$ cat src/rtl/pwm_pkg.sv
// Shared definitions for the PWM generator and capture blocks: FSM state
// encoding and default counter/synchronizer sizing.
package pwm_pkg;

    typedef enum logic [1:0] {
        ST_IDLE = 2'd0,
        ST_HIGH = 2'd1,
        ST_LOW  = 2'd2
    } pwm_state_e;

    localparam int PWM_CNT_W       = 20;
    localparam int PWM_SYNC_STAGES = 2;

endpackage

$ cat src/rtl/sync_edge_detect.sv
// Multi-flop synchronizer for an asynchronous level input plus a history flop
// that yields single-cycle rise/fall strobes in the clk domain.
module sync_edge_detect
    import pwm_pkg::*;
#(
    parameter int SYNC_STAGES = PWM_SYNC_STAGES
) (
    input  logic clk,
    input  logic reset,
    input  logic async_i,
    output logic s_o,
    output logic rise_o,
    output logic fall_o
);

    logic [SYNC_STAGES-1:0] sync_q;
    logic                   prev_q;

    // sync_q[0] is the metastability-exposed stage; the last stage is clean.
    always_ff @(posedge clk) begin
        if (reset) begin
            sync_q <= '0;
            prev_q <= 1'b0;
        end else begin
            sync_q <= {sync_q[SYNC_STAGES-2:0], async_i};
            prev_q <= sync_q[SYNC_STAGES-1];
        end
    end

    assign s_o    = sync_q[SYNC_STAGES-1];
    assign rise_o = sync_q[SYNC_STAGES-1] & ~prev_q;
    assign fall_o = ~sync_q[SYNC_STAGES-1] & prev_q;

endmodule

$ cat src/rtl/pwm_capture.sv
// PWM/heartbeat receiver: measures period and high time of an asynchronous
// PWM input in clk cycles and flags loss of toggling.
module pwm_capture
    import pwm_pkg::*;
#(
    parameter int CNT_W       = PWM_CNT_W,
    parameter int SYNC_STAGES = PWM_SYNC_STAGES
) (
    input  logic             clk,
    input  logic             reset,
    input  logic             enable,
    input  logic             pwm_in,
    output logic [CNT_W-1:0] period,
    output logic [CNT_W-1:0] high_time,
    output logic             meas_valid,
    output logic             timeout
);

    localparam logic [CNT_W-1:0] CNT_MAX = {CNT_W{1'b1}};
    localparam logic [CNT_W-1:0] CNT_ONE = {{(CNT_W-1){1'b0}}, 1'b1};

    logic s;
    logic rise;
    logic fall;

    sync_edge_detect #(
        .SYNC_STAGES(SYNC_STAGES)
    ) u_sync (
        .clk    (clk),
        .reset  (reset),
        .async_i(pwm_in),
        .s_o    (s),
        .rise_o (rise),
        .fall_o (fall)
    );

    pwm_state_e       state_q, state_d;
    logic [CNT_W-1:0] r_cnt_q, r_cnt_d;
    logic [CNT_W-1:0] h_lat_q, h_lat_d;
    logic [CNT_W-1:0] period_q, period_d;
    logic [CNT_W-1:0] high_q, high_d;
    logic             mv_q, mv_d;
    logic             to_q, to_d;
    logic             sat;

    assign sat = (r_cnt_q == CNT_MAX);

    always_comb begin
        state_d  = state_q;
        r_cnt_d  = r_cnt_q;
        h_lat_d  = h_lat_q;
        period_d = period_q;
        high_d   = high_q;
        mv_d     = 1'b0;
        to_d     = to_q;

        if (!enable) begin
            state_d = ST_IDLE;
        end else begin
            if (state_q != ST_IDLE && !sat) begin
                r_cnt_d = r_cnt_q + CNT_ONE;
            end
            // A rise restarts the interval from any state, including IDLE.
            if (rise) begin
                r_cnt_d = CNT_ONE;
                to_d    = 1'b0;
            end

            unique case (state_q)
                ST_IDLE: begin
                    if (rise) begin
                        state_d = ST_HIGH;
                    end
                end
                ST_HIGH: begin
                    if (fall) begin
                        state_d = ST_LOW;
                        h_lat_d = r_cnt_q;
                    end else if (sat && s && !rise) begin
                        state_d = ST_IDLE;
                        to_d    = 1'b1;
                    end
                end
                ST_LOW: begin
                    // Rise beats saturation: a full-scale period still reports.
                    if (rise) begin
                        state_d  = ST_HIGH;
                        period_d = r_cnt_q;
                        high_d   = h_lat_q;
                        mv_d     = 1'b1;
                    end else if (sat && !s) begin
                        state_d = ST_IDLE;
                        to_d    = 1'b1;
                    end
                end
                default: begin
                    state_d = ST_IDLE;
                end
            endcase
        end
    end

    always_ff @(posedge clk) begin
        if (reset) begin
            state_q  <= ST_IDLE;
            r_cnt_q  <= '0;
            h_lat_q  <= '0;
            period_q <= '0;
            high_q   <= '0;
            mv_q     <= 1'b0;
            to_q     <= 1'b0;
        end else begin
            state_q  <= state_d;
            r_cnt_q  <= r_cnt_d;
            h_lat_q  <= h_lat_d;
            period_q <= period_d;
            high_q   <= high_d;
            mv_q     <= mv_d;
            to_q     <= to_d;
        end
    end

    assign period     = period_q;
    assign high_time  = high_q;
    assign meas_valid = mv_q;
    assign timeout    = to_q;

endmodule
$ cat config.mk
export PLATFORM = sky130hd
export DESIGN_NAME = pwm_capture
export DESIGN_NICKNAME = d
export VERILOG_FILES = /design/src/rtl/pwm_pkg.sv /design/src/rtl/sync_edge_detect.sv /design/src/rtl/pwm_capture.sv
export SDC_FILE = /design/constraint.sdc
export NUM_CORES = 1
export LEC_CHECK = 0
export ABC_CLOCK_PERIOD_IN_PS = 3900
export CAP_MARGIN = 40
export CORE_MARGIN = 2
export CORE_UTILIZATION = 45
export CTS_CLUSTER_DIAMETER = 150
export DETAILED_ROUTE_END_ITERATION = 16
export DONT_BUFFER_PORTS = 1
export HOLD_SLACK_MARGIN = 0.02
export PLACE_DENSITY = 0.62
export SYNTH_ARGS = -nofsm -noshare
export SYNTH_HDL_FRONTEND = slang
export SYNTH_HIERARCHICAL = 1
export SYNTH_SLANG_ARGS = --single-unit
$ cat constraint.sdc
create_clock -name clk -period 3.9 [get_ports clk]
set_input_delay 0.78 -clock clk [delete_from_list [all_inputs] [get_ports clk]]
set_output_delay 0.78 -clock clk [all_outputs]
set_load 0.03 [all_outputs]
* Word-level counts from Yosys, hierarchy flattened
Index checks and enable logic that the tools add are counted.
Operators by class: add/subtract/negate cells 1, $lt $le $gt $ge 0, reduce and logical (&&, ||, !) cells 16, shifts and indexed selects 0, div/mod/pow operators 0, bitwise operators 6, equal/unequal tests 6, muxes and demuxes 15, $mul 0
Operator list (count):
- 20-bit 2-to-1 mux | 2
- 20-bit by 1-bit adder with 20-bit output, second input constant | 1
- 20-bit equality test, second input constant | 1
- 2-bit 2-to-1 mux | 5
- 3-bit AND reduction | 3
- 1-bit 2-to-1 mux | 6
- 3-bit inequality test, second input constant | 2
- 2-bit one-hot mux with 3 select lines | 1
- 1-bit logical AND | 4
- 1-bit inverter | 4
- 2-bit nonzero test | 2
- 1-bit logical NOT | 3
- 3-bit OR reduction | 1
- 1-bit AND | 2
- 2-bit by 1-bit equality test with 1-bit output, second input constant | 1
- 2-bit equality test, second input constant | 1
- 2-bit logical NOT | 1
- 2-bit inequality test, second input constant | 1
- 1-bit one-hot mux with 2 select lines | 1
- 2-bit AND reduction | 1
- 2-bit OR reduction | 1
Storage, ports and cells: bits in read-only memories 0, flip-flop bits (word level) 87, output and inout port bits 42, bits in latches 0, memories 0, RAM bits 0, input port bits 4

* Longest topological paths before layout
depth in word-level cells 7, gate-level depth with buffers 8

* Hierarchy
The synthesis kept the hierarchy.
By module, submodules not included:
- pwm_capture | sequential area each 1681.6 um^2, instances 1, cells each 428, area each 3500.9 um^2
- sync_edge_detect | sequential area each 60.1 um^2, instances 1, cells each 8, area each 91.3 um^2

* Worst setup path before layout
OpenSTA, ideal clock, no wires.
path kind flip-flop to flip-flop, start point register u_sync.sync_q[1], end point register r_cnt_q[18], arrival 1.612 ns, library setup time 0.128 ns, buffers on the path 1, cell stages (with the launch flop) 8, setup slack 2.161 ns, cells stage by stage dfxtp_1 > nor2b_1 > buf_2 > nand2b_1 > nand3_2 > nor4_2 > xnor2_1 > nor2_1
On the way: cells in the longest elaborated chain, start to end 3, elaborated cells between the ends (all ways) 4, those cells by class mux: 1; bitwise: 1; reduce/logical: 2
RTL lines:
- start: declaration | line sync_edge_detect.sv:16 | logic [SYNC_STAGES-1:0] sync_q;
- start signal: assignment | line sync_edge_detect.sv:25 | sync_q <= {sync_q[SYNC_STAGES-2:0], async_i};
- 1-bit AND (*) | line sync_edge_detect.sv:31 | assign rise_o = sync_q[SYNC_STAGES-1] & ~prev_q;
- via rise | line pwm_capture.sv:23 | logic rise;
- 2-bit nonzero test (no line)
- 2-bit AND reduction (no line)
- end signal: assignment | line pwm_capture.sv:114 | r_cnt_q <= r_cnt_d;
- end: declaration | line pwm_capture.sv:38 | logic [CNT_W-1:0] r_cnt_q, r_cnt_d;
The timed path passes the listed nets; every way through them passes the cells marked *. A chain may end at the register's enable or synchronous reset.

* Worst setup path in the final report
start point register u_sync.sync_q[1], end point register period_q[18], in the netlist period[18]
On the way: cells in the longest elaborated chain, start to end 2
RTL lines:
- 1-bit AND | line sync_edge_detect.sv:31
- via rise | line pwm_capture.sv:23
- 3-bit AND reduction (no line)
- end signal: assignment | line pwm_capture.sv:116 | period_q <= period_d;
- end: declaration | line pwm_capture.sv:40 | logic [CNT_W-1:0] period_q, period_d;
The timed path passes the listed nets, and every way through them passes these cells.

==> reports/metrics.csv <==
metric;value;unit
slew_headroom;0.451;
crit_fanout;22;
critPathRequiredTime;4.14;ns
worstRegToRegCells;5;
critPathKind;register to register;
track_usage;0.176;
rrSetupSlack;1.45;ns
worstReg2RegEnd;period[18];
synthesis.nets;445;
dieArea;8710;µm²
overflow;0;
start_util;0.465;
first_pass_iters;4;
power_density;405;nW/µm²
yosys.area.top_type_share;0.485;
hold_viol;0;
die_x;93.3;µm
core;7730;µm²
n_fill_cell;761;
synth_area_leaders;dfxtp_1, nand2_1, a21oi_1;
startpoint_type;register;
cts.htree.levels;3;
holdWs;0.454;ns
drt_wl_total;7340;µm
portBuffers;0;
clock_skew;0.00831;ns
path_clk_slew;0.09;ns
final_cell_mix;nand2_1, dfxtp_1, a21oi_1;
final_common_cell;nand2_1;
clk_path_buf_depth;2;
routed_via_density;5.25;
final_max_slew_viol_count;0;
drtIter0Drc;137;
fmax;0.408;GHz
finalNonFillerCells;525;
yosys_warnings;6;
numCtsBuffers;9;
maxCapViolCount;0;
drc;0;
netlist_area;3590;µm²
synth_cell_type_count;35;
dp_slack;1.47;ns
fin_nets;427;
grt_pass1_wl;12300;µm
synth_seq_area_share;0.485;
finalPower;1.54;mW
root_buffer;clkbuf_8;
numClockSinks;87;
place_inst;509;
fin_ws;1.45;ns
setup_tns;0;ns
num_antenna_cells;0;
syn_avg_cell_area;8.24;µm²
cts_tree;done;
critPathArrivalTime;2.69;ns
ant_nets;0;
synth_seq_cells;87;
dp_hpwl;4700;µm
regArea;1740;µm²
finalCritPeriodShare;0.628;
syn_inst;436;
place_congestion;0.786;
drive_above_1_share;0.0827;
wl_per_cell;14.0;µm
dr_total_vias;2755;
rr_startpoint;u_sync/sync_q[1];
setup_viol;0;
worst_slew_pin_slew;0.824;ns
post_cts_resize_count;0;
outcome;finished, final reports clean;
postPlaceCellArea;3600;µm²
multi_input_area;1680;µm²
crit_path_start;u_sync/sync_q[1];
antenna_found_initial;0;
grt_max_degree;70;
postCtsSetupBuffers;0;
worst_skew_pair.late_latency;0.35;ns
ios;46;
syn2layout_area_growth;5.68;%
hold_buffers;0;
hp-start;h_lat_q[1];
irDropWorstVdd;0.198;mV
hold_path.class;register to register;
yosys.area.top_type;dfxtp_1;
rsz0062_at_grt;false;
num_rows;32;
grt_pass1_vias;2513;
path_cells;nor2b_1 -> nand3_1 -> buf_4 -> nand2_1 -> a21oi_1;
fin_crit;2.45;ns
final_core_util;0.491;
crit_path_end_kind;register;
chipHeight;93.3;µm
crit_slowest_cell;nand3_1;
finalInstanceArea;3800;µm²
slowest_delay;0.73;ns
p_leak;1.18;nW
cp-endpoint;period[18];
==> layout make-up <==
type / count / share of cell area
flip-flops and latches: 87 / 0.459
multi-input cells: 313 / 0.443
clock buffers: 10 / 0.0336
well taps: 102 / 0.0336
clock inverters: 6 / 0.0185
repair buffers: 4 / 0.00989
inverters: 3 / 0.00297
==> worst min-delay path by stage <==
| stage | endpoint | slack [ns] | cells after the start |
|---|---|---|---|
| finish | high_time[1] | 0.45 | 2 |
| global route | high_time[9] | 0.46 | 2 |
| CTS | high_time[9] | 0.44 | 2 |
| detailed placement | high_time[6] | 0.44 | 2 |
| global placement | high_time[5] | 0.44 | 2 |
| floorplan | u_sync/sync_q[1] | 0.41 | 1 |
==> synth_stat cells <==
| library cell | n |
|---|---|
| a211o_1 | 1 |
| nand4_4 | 1 |
| nand2_1 | 134 |
| a21oi_1 | 67 |
| nor4_4 | 1 |
| buf_2 | 4 |
| dfxtp_1 | 87 |
| a211oi_2 | 1 |
| buf_6 | 3 |
| o21ai_0 | 1 |
| nor2_1 | 23 |
| nor3b_1 | 1 |
| nand4_1 | 6 |
| nor4_2 | 7 |
| o21ba_2 | 1 |
| clkbuf_1 | 22 |
| a211oi_1 | 4 |
| buf_4 | 2 |
| nand3_1 | 11 |
| and4_1 | 3 |
| a21o_1 | 2 |
| a31oi_1 | 2 |
| mux2i_1 | 3 |
| inv_1 | 3 |
| nor4b_2 | 1 |
| ha_1 | 5 |
| nand4_2 | 1 |
| nand2b_1 | 2 |
| and4_4 | 1 |
| nor2b_1 | 8 |
| nor3_1 | 3 |
| and3_1 | 3 |
| buf_1 | 2 |
| xnor2_1 | 18 |
| nand3_2 | 2 |
==> power by group <==
group / leakage [nW] / internal (mW) / switching [mW]
clock: 0.0944 / 0.301 / 0.326
combinational: 0.386 / 0.00722 / 0.0118
sequential: 0.701 / 0.889 / 0.00230
total: 1.18 / 1.20 / 0.340
==> routing by layer <==
| layer | vias up | part of all wire | global-route usage |
|---|---|---|---|
| li1 | 1410 | - | - |
| met1 | 1269 | 0.48 | 0.240 |
| met2 | 66 | 0.46 | 0.270 |
| met3 | 10 | 0.048 | 0.0379 |
| met4 | 0 | 0.012 | 0.0699 |
| met5 | - | 0 | 0 |
==> critical path: cells and delay by family (launching register included) <==
family / cells / cell delay (ns)
AOI/OAI and AO/OA: 1 / 0.06
buffers and inverters: 1 / 0.47
DFF: 1 / 0.42
and+or+nand+nor: 3 / 1.38
==> registers in the layout, summed over array words and instances (netlist names), 2 cells and up <==
| register | cells |
|---|---|
| h_lat_q | 20 |
| state_q | 2 |
| high_time | 20 |
| u_sync/sync_q | 2 |
| period | 20 |
| r_cnt_q | 20 |
==> cells by family after synthesis <==
logic type | after synthesis | share of synthesized area
simple gates | 208 | 0.279
flops | 87 | 0.485
compound gates | 79 | 0.119
buf+inv | 36 | 0.0474
xor+xnor | 18 | 0.0439
fa+ha+maj | 5 | 0.0174
mux | 3 | 0.00836
Note: power is estimated with default switching activity, not from simulation.
